===== src/rtl/counter_unit.sv =====
// One 8254 counting channel: control word, count write, counter/status latch and read-back,
// with a 16-bit binary/BCD down-counter driven by the synchronised CntClk pin (modes 0, 2, 3).
module counter_unit #(
  parameter int unsigned SYNC_STAGES = 2
) (
  input  logic       Clock,
  input  logic       ResetN,
  input  logic       CwValid,
  input  logic [5:0] Cw,
  input  logic       CountLatchCmd,
  input  logic       StatusLatchCmd,
  input  logic       WriteStrobe,
  input  logic       ReadStrobe,
  input  logic [7:0] DataIn,
  output logic [7:0] DataOut,
  input  logic       CntClk,
  input  logic       Gate,
  output logic       Out
);

  // Pin synchronisers
  logic [SYNC_STAGES-1:0] cclk_sync_q, gate_sync_q;
  logic                   cclk_prev_q, gate_prev_q;
  logic                   cclk_s, gate_s, tick, gate_rise;

  // Channel state
  logic [5:0]  cw_q, cw_d;
  logic [15:0] cr_q, cr_d;
  logic [15:0] ce_q, ce_d;
  logic [15:0] ol_q, ol_d;
  logic [7:0]  status_q, status_d;
  logic [7:0]  data_out_q, data_out_d;
  logic        out_q, out_d;
  logic        null_q, null_d;
  logic        wr_msb_q, wr_msb_d;
  logic        rd_msb_q, rd_msb_d;
  logic        ol_valid_q, ol_valid_d;
  logic        status_valid_q, status_valid_d;
  logic        load_pending_q, load_pending_d;
  logic        reload_pending_q, reload_pending_d;
  logic        running_q, running_d;
  logic        odd_q, odd_d;

  // Decoded control word
  logic [1:0]  rw;
  logic [2:0]  mode;
  logic        bcd;
  logic        is_m0, is_m2, is_m3, mode_ok;
  logic        cw_accept;
  logic        count_done;
  logic [15:0] ce_dec1, ce_dec2, m3_reload, rd_src;

  // One-step down-count; BCD borrows digit by digit and wraps 0000 -> 9999
  function automatic logic [15:0] dec1(input logic [15:0] v, input logic is_bcd);
    logic [15:0] r;
    logic        borrow;
    if (!is_bcd) return v - 16'd1;
    r      = v;
    borrow = 1'b1;
    for (int i = 0; i < 4; i++) begin
      if (borrow) begin
        if (v[4*i +: 4] == 4'd0) begin
          r[4*i +: 4] = 4'd9;
        end else begin
          r[4*i +: 4] = v[4*i +: 4] - 4'd1;
          borrow      = 1'b0;
        end
      end
    end
    return r;
  endfunction

  assign cclk_s    = cclk_sync_q[SYNC_STAGES-1];
  assign gate_s    = gate_sync_q[SYNC_STAGES-1];
  assign tick      = cclk_prev_q & ~cclk_s;
  assign gate_rise = ~gate_prev_q & gate_s;

  assign rw        = cw_q[5:4];
  assign mode      = cw_q[3:1];
  assign bcd       = cw_q[0];
  assign is_m0     = (mode == 3'b000);
  assign is_m2     = (mode[1:0] == 2'b10);
  assign is_m3     = (mode[1:0] == 2'b11);
  assign mode_ok   = is_m0 | is_m2 | is_m3;
  // RW=00 is a latch request routed through CountLatchCmd, not a mode change
  assign cw_accept = CwValid & (Cw[5:4] != 2'b00);

  assign ce_dec1   = dec1(ce_q, bcd);
  assign ce_dec2   = dec1(ce_dec1, bcd);
  // Mode 3 always counts an even value; an odd count drops its LSB (same bit in BCD)
  assign m3_reload = {cr_q[15:1], 1'b0};
  assign rd_src    = ol_valid_q ? ol_q : ce_q;

  // Next-state: tick, gate, count write, read, control write, then latch commands
  always_comb begin
    cw_d             = cw_q;
    cr_d             = cr_q;
    ce_d             = ce_q;
    ol_d             = ol_q;
    status_d         = status_q;
    data_out_d       = data_out_q;
    out_d            = out_q;
    null_d           = null_q;
    wr_msb_d         = wr_msb_q;
    rd_msb_d         = rd_msb_q;
    ol_valid_d       = ol_valid_q;
    status_valid_d   = status_valid_q;
    load_pending_d   = load_pending_q;
    reload_pending_d = reload_pending_q;
    running_d        = running_q;
    odd_d            = odd_q;
    count_done       = 1'b0;

    if (tick && mode_ok) begin
      if (load_pending_q || (reload_pending_q && !is_m0)) begin
        ce_d             = is_m3 ? m3_reload : cr_q;
        odd_d            = cr_q[0];
        null_d           = 1'b0;
        running_d        = 1'b1;
        load_pending_d   = 1'b0;
        reload_pending_d = 1'b0;
        if (!is_m0) out_d = 1'b1;
      end else if (running_q && gate_s) begin
        if (is_m0) begin
          ce_d = ce_dec1;
          if (ce_dec1 == 16'd0) out_d = 1'b1;
        end else if (is_m2) begin
          if (ce_q == 16'd2) begin
            ce_d  = 16'd1;
            out_d = 1'b0;
          end else if (ce_q == 16'd1) begin
            ce_d   = cr_q;
            out_d  = 1'b1;
            null_d = 1'b0;
          end else begin
            ce_d = ce_dec1;
          end
        end else begin
          // Odd high phase spends one extra tick parked at zero before toggling
          if (ce_q == 16'd2 && out_q && odd_q) begin
            ce_d = 16'd0;
          end else if (ce_q == 16'd2 || (ce_q == 16'd0 && odd_q)) begin
            out_d  = ~out_q;
            ce_d   = m3_reload;
            odd_d  = cr_q[0];
            null_d = 1'b0;
          end else begin
            ce_d = ce_dec2;
          end
        end
      end
    end

    if (gate_rise && (is_m2 || is_m3) && running_q) reload_pending_d = 1'b1;
    if (!gate_s && (is_m2 || is_m3)) out_d = 1'b1;

    if (WriteStrobe && !cw_accept) begin
      case (rw)
        2'b01: begin
          cr_d       = {8'h00, DataIn};
          count_done = 1'b1;
        end
        2'b10: begin
          cr_d       = {DataIn, 8'h00};
          count_done = 1'b1;
        end
        2'b11: begin
          if (!wr_msb_q) begin
            cr_d[7:0] = DataIn;
            wr_msb_d  = 1'b1;
            if (is_m0) begin
              out_d          = 1'b0;
              running_d      = 1'b0;
              load_pending_d = 1'b0;
            end
          end else begin
            cr_d[15:8] = DataIn;
            wr_msb_d   = 1'b0;
            count_done = 1'b1;
          end
        end
        default: ;
      endcase
      if (count_done) begin
        null_d = 1'b1;
        // Modes 2/3 already counting pick the new value up at their next reload
        if (is_m0 || !running_q) load_pending_d = 1'b1;
      end
    end

    if (ReadStrobe && !cw_accept) begin
      if (status_valid_q) begin
        data_out_d     = status_q;
        status_valid_d = 1'b0;
      end else begin
        case (rw)
          2'b10: begin
            data_out_d = rd_src[15:8];
            ol_valid_d = 1'b0;
          end
          2'b11: begin
            data_out_d = rd_msb_q ? rd_src[15:8] : rd_src[7:0];
            rd_msb_d   = ~rd_msb_q;
            if (rd_msb_q) ol_valid_d = 1'b0;
          end
          default: begin
            data_out_d = rd_src[7:0];
            ol_valid_d = 1'b0;
          end
        endcase
      end
    end

    if (cw_accept) begin
      cw_d             = Cw;
      null_d           = 1'b1;
      wr_msb_d         = 1'b0;
      rd_msb_d         = 1'b0;
      ol_valid_d       = 1'b0;
      status_valid_d   = 1'b0;
      running_d        = 1'b0;
      load_pending_d   = 1'b0;
      reload_pending_d = 1'b0;
      out_d            = (Cw[3:1] != 3'b000);
    end

    if (CountLatchCmd && (cw_accept || !ol_valid_q)) begin
      ol_d       = ce_q;
      ol_valid_d = 1'b1;
    end

    if (StatusLatchCmd && (cw_accept || !status_valid_q)) begin
      status_d       = cw_accept ? {(Cw[3:1] != 3'b000), 1'b1, Cw} : {out_q, null_q, cw_q};
      status_valid_d = 1'b1;
    end
  end

  // Synchroniser and edge-detect flops
  always_ff @(posedge Clock) begin
    if (!ResetN) begin
      cclk_sync_q <= '0;
      gate_sync_q <= '0;
      cclk_prev_q <= 1'b0;
      gate_prev_q <= 1'b0;
    end else begin
      cclk_sync_q <= {cclk_sync_q[SYNC_STAGES-2:0], CntClk};
      gate_sync_q <= {gate_sync_q[SYNC_STAGES-2:0], Gate};
      cclk_prev_q <= cclk_s;
      gate_prev_q <= gate_s;
    end
  end

  // Channel state registers
  always_ff @(posedge Clock) begin
    if (!ResetN) begin
      cw_q             <= '0;
      cr_q             <= '0;
      ce_q             <= '0;
      ol_q             <= '0;
      status_q         <= '0;
      data_out_q       <= '0;
      out_q            <= 1'b0;
      null_q           <= 1'b1;
      wr_msb_q         <= 1'b0;
      rd_msb_q         <= 1'b0;
      ol_valid_q       <= 1'b0;
      status_valid_q   <= 1'b0;
      load_pending_q   <= 1'b0;
      reload_pending_q <= 1'b0;
      running_q        <= 1'b0;
      odd_q            <= 1'b0;
    end else begin
      cw_q             <= cw_d;
      cr_q             <= cr_d;
      ce_q             <= ce_d;
      ol_q             <= ol_d;
      status_q         <= status_d;
      data_out_q       <= data_out_d;
      out_q            <= out_d;
      null_q           <= null_d;
      wr_msb_q         <= wr_msb_d;
      rd_msb_q         <= rd_msb_d;
      ol_valid_q       <= ol_valid_d;
      status_valid_q   <= status_valid_d;
      load_pending_q   <= load_pending_d;
      reload_pending_q <= reload_pending_d;
      running_q        <= running_d;
      odd_q            <= odd_d;
    end
  end

  assign DataOut = data_out_q;
  assign Out     = out_q;

endmodule


===== config.mk =====
export PLATFORM = sky130hd
export DESIGN_NAME = counter_unit
export DESIGN_NICKNAME = d
export VERILOG_FILES = /design/src/rtl/counter_unit.sv
export SDC_FILE = /design/constraint.sdc
export NUM_CORES = 1
export LEC_CHECK = 0
export CORE_ASPECT_RATIO = 2
export CORE_MARGIN = 1
export CORE_UTILIZATION = 60
export CTS_BUF_LIST = sky130_fd_sc_hd__clkbuf_8 sky130_fd_sc_hd__clkbuf_16
export CTS_CLUSTER_DIAMETER = 30
export DETAILED_ROUTE_END_ITERATION = 10
export PLACE_DENSITY = 0.77
export SLEW_MARGIN = 10
export SYNTH_ARGS = -nofsm -noshare
export SYNTH_HDL_FRONTEND = slang
export SYNTH_SLANG_ARGS = --single-unit

===== constraint.sdc =====
create_clock -name Clock -period 5.95 [get_ports Clock]
set_input_delay 1.19 -clock Clock [delete_from_list [all_inputs] [get_ports Clock]]
set_output_delay 1.19 -clock Clock [all_outputs]
set_load 0.005 [all_outputs]

==> impl_metrics.csv <==
group,metric,value,unit
run_status,status,"complete, but fails checks",
run_status,violations,"design-rule violations",
worst_setup_path,crit_fanout,20,
drt,avgViaCountPerCell,6.78,
synth,synth_common_cells,"104 x nand2_1, 86 x dfxtp_1, 43 x o21ai_0",
timing,finalCritPeriodShare,0.628,
clock_network,cts_sinks,86,
clock_network,clk_latency,0.34,ns
floorplanning,die_width,70.8,µm
clock_network,clock_path_buffers,2,
floorplanning,initial_core_util,0.626,
grt,antenna_found_initial,0,
final_layout,multi_input_area,3670,µm²
drt,drt-initial-drc-count,447,
placed_design,place_congestion,1.02,
synth,syn_inst,718,
drt,dr.pass1.iters,8,
timing,rsz0062_at_grt,"false",
worst_setup_path,cp_data_required_time,6.22,ns
synth,async_reset_ff_frac,0,
synth,syn_nets,749,
clock_network,cts_setup_buffers,0,
worst_setup_path,critical_path_class,"flip-flop to flip-flop",
floorplanning,dieArea,9890,µm²
timing,finalSetupViolCount,0,
clock_network,ctsHoldBuffers,0,
grt,grt_max_degree,70,
timing,relSlewSlack,0.328,
timing,max_freq,0.268,GHz
timing,finalHoldViolCount,0,
floorplanning,rows,49,
hold_path,hp-class,"flip-flop to flip-flop",
final_layout,drive_gt1_frac,0.0794,
synth,ys_top_cells_by_area,"dfxtp_1 30%, nand2_1 6.9%, mux2i_1 6.5%",
grt,grt_pass1_wl,28200,µm
timing,fin_skew,0.00990,ns
placed_design,placed_cells,804,
synth,synth.most_common_cell,"nand2_1",
worst_setup_path,slowest_stage,"ha_1",
clock_network,cts_buffers,9,
pwr,p_leak,2.28,nW
final_layout,antenna-diode-count,0,
grt,grt_pass1_vias,5317,
synth,yosysTopAreaCellShare,0.303,
timing,timing.hold.ws,0.436,ns
clock_network,cts-root-buf,"clkbuf_16",
worst_setup_path,path_cells,"inv_1 -> ha_1 -> nor3b_1 -> xor2_1 -> a221o_1 -> nor4bb_1 -> nand4_1 -> nand3_1 -> a41oi_1 -> a211oi_1",
timing,drv_slew,0,
grt,grt.total_usage,0.372,
floorplanning,core_area,9070,µm²
final_layout,syn2layout_area_growth,10.2,%
final_layout,num-fill-cells,768,
synth,avgSynthCellArea,7.91,µm²
drt,drc,10,
final_layout,fin_nets,744,
worst_setup_path,arrival,4.00,ns
synth,yosysSeqAreaShare,0.303,
timing,fin_tns_setup,0,ns
clock_network,cts_tree,"built",
pwr,power_density,220,nW/µm²
synth,yosysUniqueCellTypes,83,
worst_setup_path,critPathLaunchType,"flip-flop",
floorplanning,ios,32,
final_layout,seqCellArea,1720,µm²
pwr,ir_drop,0.185,mV
synth,synth_area_leader_cell,"dfxtp_1",
clock_network,cts.clk_slew.worst_paths,0.07,ns
pwr,p_total,1.38,mW
drt,vias,5556,
worst_setup_path,critPathMaxStageDelay,0.60,ns
timing,worst_pin_slew,1.01,ns
flow_run,cap_violations,0,
placed_design,dpl.hpwl,13300,µm
synth,syn_area,5680,µm²
worst_setup_path,worst_setup_path_end_kind,"flip-flop",
placed_design,numPortBuffers,31,
timing,min_period,3.73,ns
synth,synth_ff_type,"dfxtp_1",
floorplanning,dieHeight,140,µm
drt,routed_wl,17900,µm
final_layout,final_core_util,0.690,
synth,yosysWarningCount,0,
synth,synth_seq_cells,86,
clock_network,cts_max_level,3,
clock_network,cts_resized,0,
drt,wl_per_cell,21.8,µm
synth,synth_edf_count,0,
grt,overflow,0,
drt,ant_nets,0,
final_layout,final-instance-count-excl-fill,820,
[critical path, delay by kind of cell (launching register included)]
family | cells | cell delay (ns)
buffers and inverters | 1 | 0.18
and+or+nand+nor | 4 | 1.44
AOI/OAI and AO/OA | 3 | 0.81
DFF | 1 | 0.47
adders and majority gates | 1 | 0.60
xor gates and xnor gates | 1 | 0.16
[layer usage]
| metal | part of all wire | global-route usage | routed length, µm |
|---|---|---|---|
| met1 | 0.35 | 0.376 | 6190 |
| met2 | 0.52 | 0.655 | 9220 |
| met3 | 0.050 | 0.0637 | 901 |
| met4 | 0.087 | 0.298 | 1560 |
| met5 | 0 | 0 | 0 |
[placed cells by master, fill, tap and decap left out, types with 4 or more instances in the layout]
cell type and n:
nand4_1 7, o211a_1 7, or4_1 4, mux2i_1 37, dfxtp_1 86, and2_1 22
a31oi_1 8, nor3b_1 5, a21o_1 6, nand3b_1 6, nand3_1 34, xor2_1 5
or3_1 4, clkdlybuf4s50_1 30, nor2b_1 12, clkbuf_16 9, inv_1 13, o21ai_1 9
a21boi_0 33, a211oi_1 8, or2_2 6, nand2_1 104, xnor2_1 15, nor3_1 10
o21a_1 6, o211ai_1 8, a21oi_1 40, o31ai_1 5, a211o_1 4, o22ai_1 8
nand2b_1 5, ha_1 8, a221oi_1 5, o21ai_0 42, buf_4 9, nor2_1 26
[per-stage QoR]
stage	worst slack, ns	area [µm²]
5_1_grt	1.84	6260
3_3_place_gp	2.36	5950
3_5_place_dp	2.19	5950
4_1_cts	2.20	6260
2_1_floorplan	2.82	5680
6_report	2.22	6260
[cell families (layout without fill, tap and decap cells)]
group	after synthesis	count (layout)	synth area share
adders and majority gates	8	8	0.0176
muxes	39	39	0.0691
buffers and inverters	70	70	0.0511
AOI/OAI and AO/OA	226	226	0.277
xor gates and xnor gates	20	20	0.0308
and+or+nand+nor	269	269	0.251
DFF	86	86	0.303
[report_power, final]
part	leakage (nW)	internal [mW]	switching (mW)
clock	0.152	0.344	0.250
combinational	1.43	0.0706	0.108
sequential	0.698	0.589	0.0189
total	2.28	1.00	0.376
[final timing paths]
check / start / endpoint / cells past startpoint / slack, ns
min reg2reg: gate_sync_q[0] / gate_sync_q[1] / 1 / 0.44
max: ce_q[0] / ce_q[15] / 10 / 2.22
min: gate_sync_q[0] / gate_sync_q[1] / 1 / 0.44
max reg2reg: ce_q[0] / ce_q[15] / 10 / 2.22
[state kept, by name (all words and copies together), names as in the netlist, 2 cells and up]
signal / count
cr_q: 16
status_q: 8
ce_q: 16
cclk_sync_q: 2
ol_q: 16
gate_sync_q: 2
cw_q: 6
DataOut: 8
[cell type report]
cell class / instances / area share
inverters: 14 / 0.00839
multi-input cells: 562 / 0.587
well taps: 102 / 0.0204
clock buffers: 10 / 0.0382
repair buffers: 40 / 0.0595
clock inverters: 6 / 0.0120
flip-flops and latches: 86 / 0.275
Power figures use the tool's default switching activity.
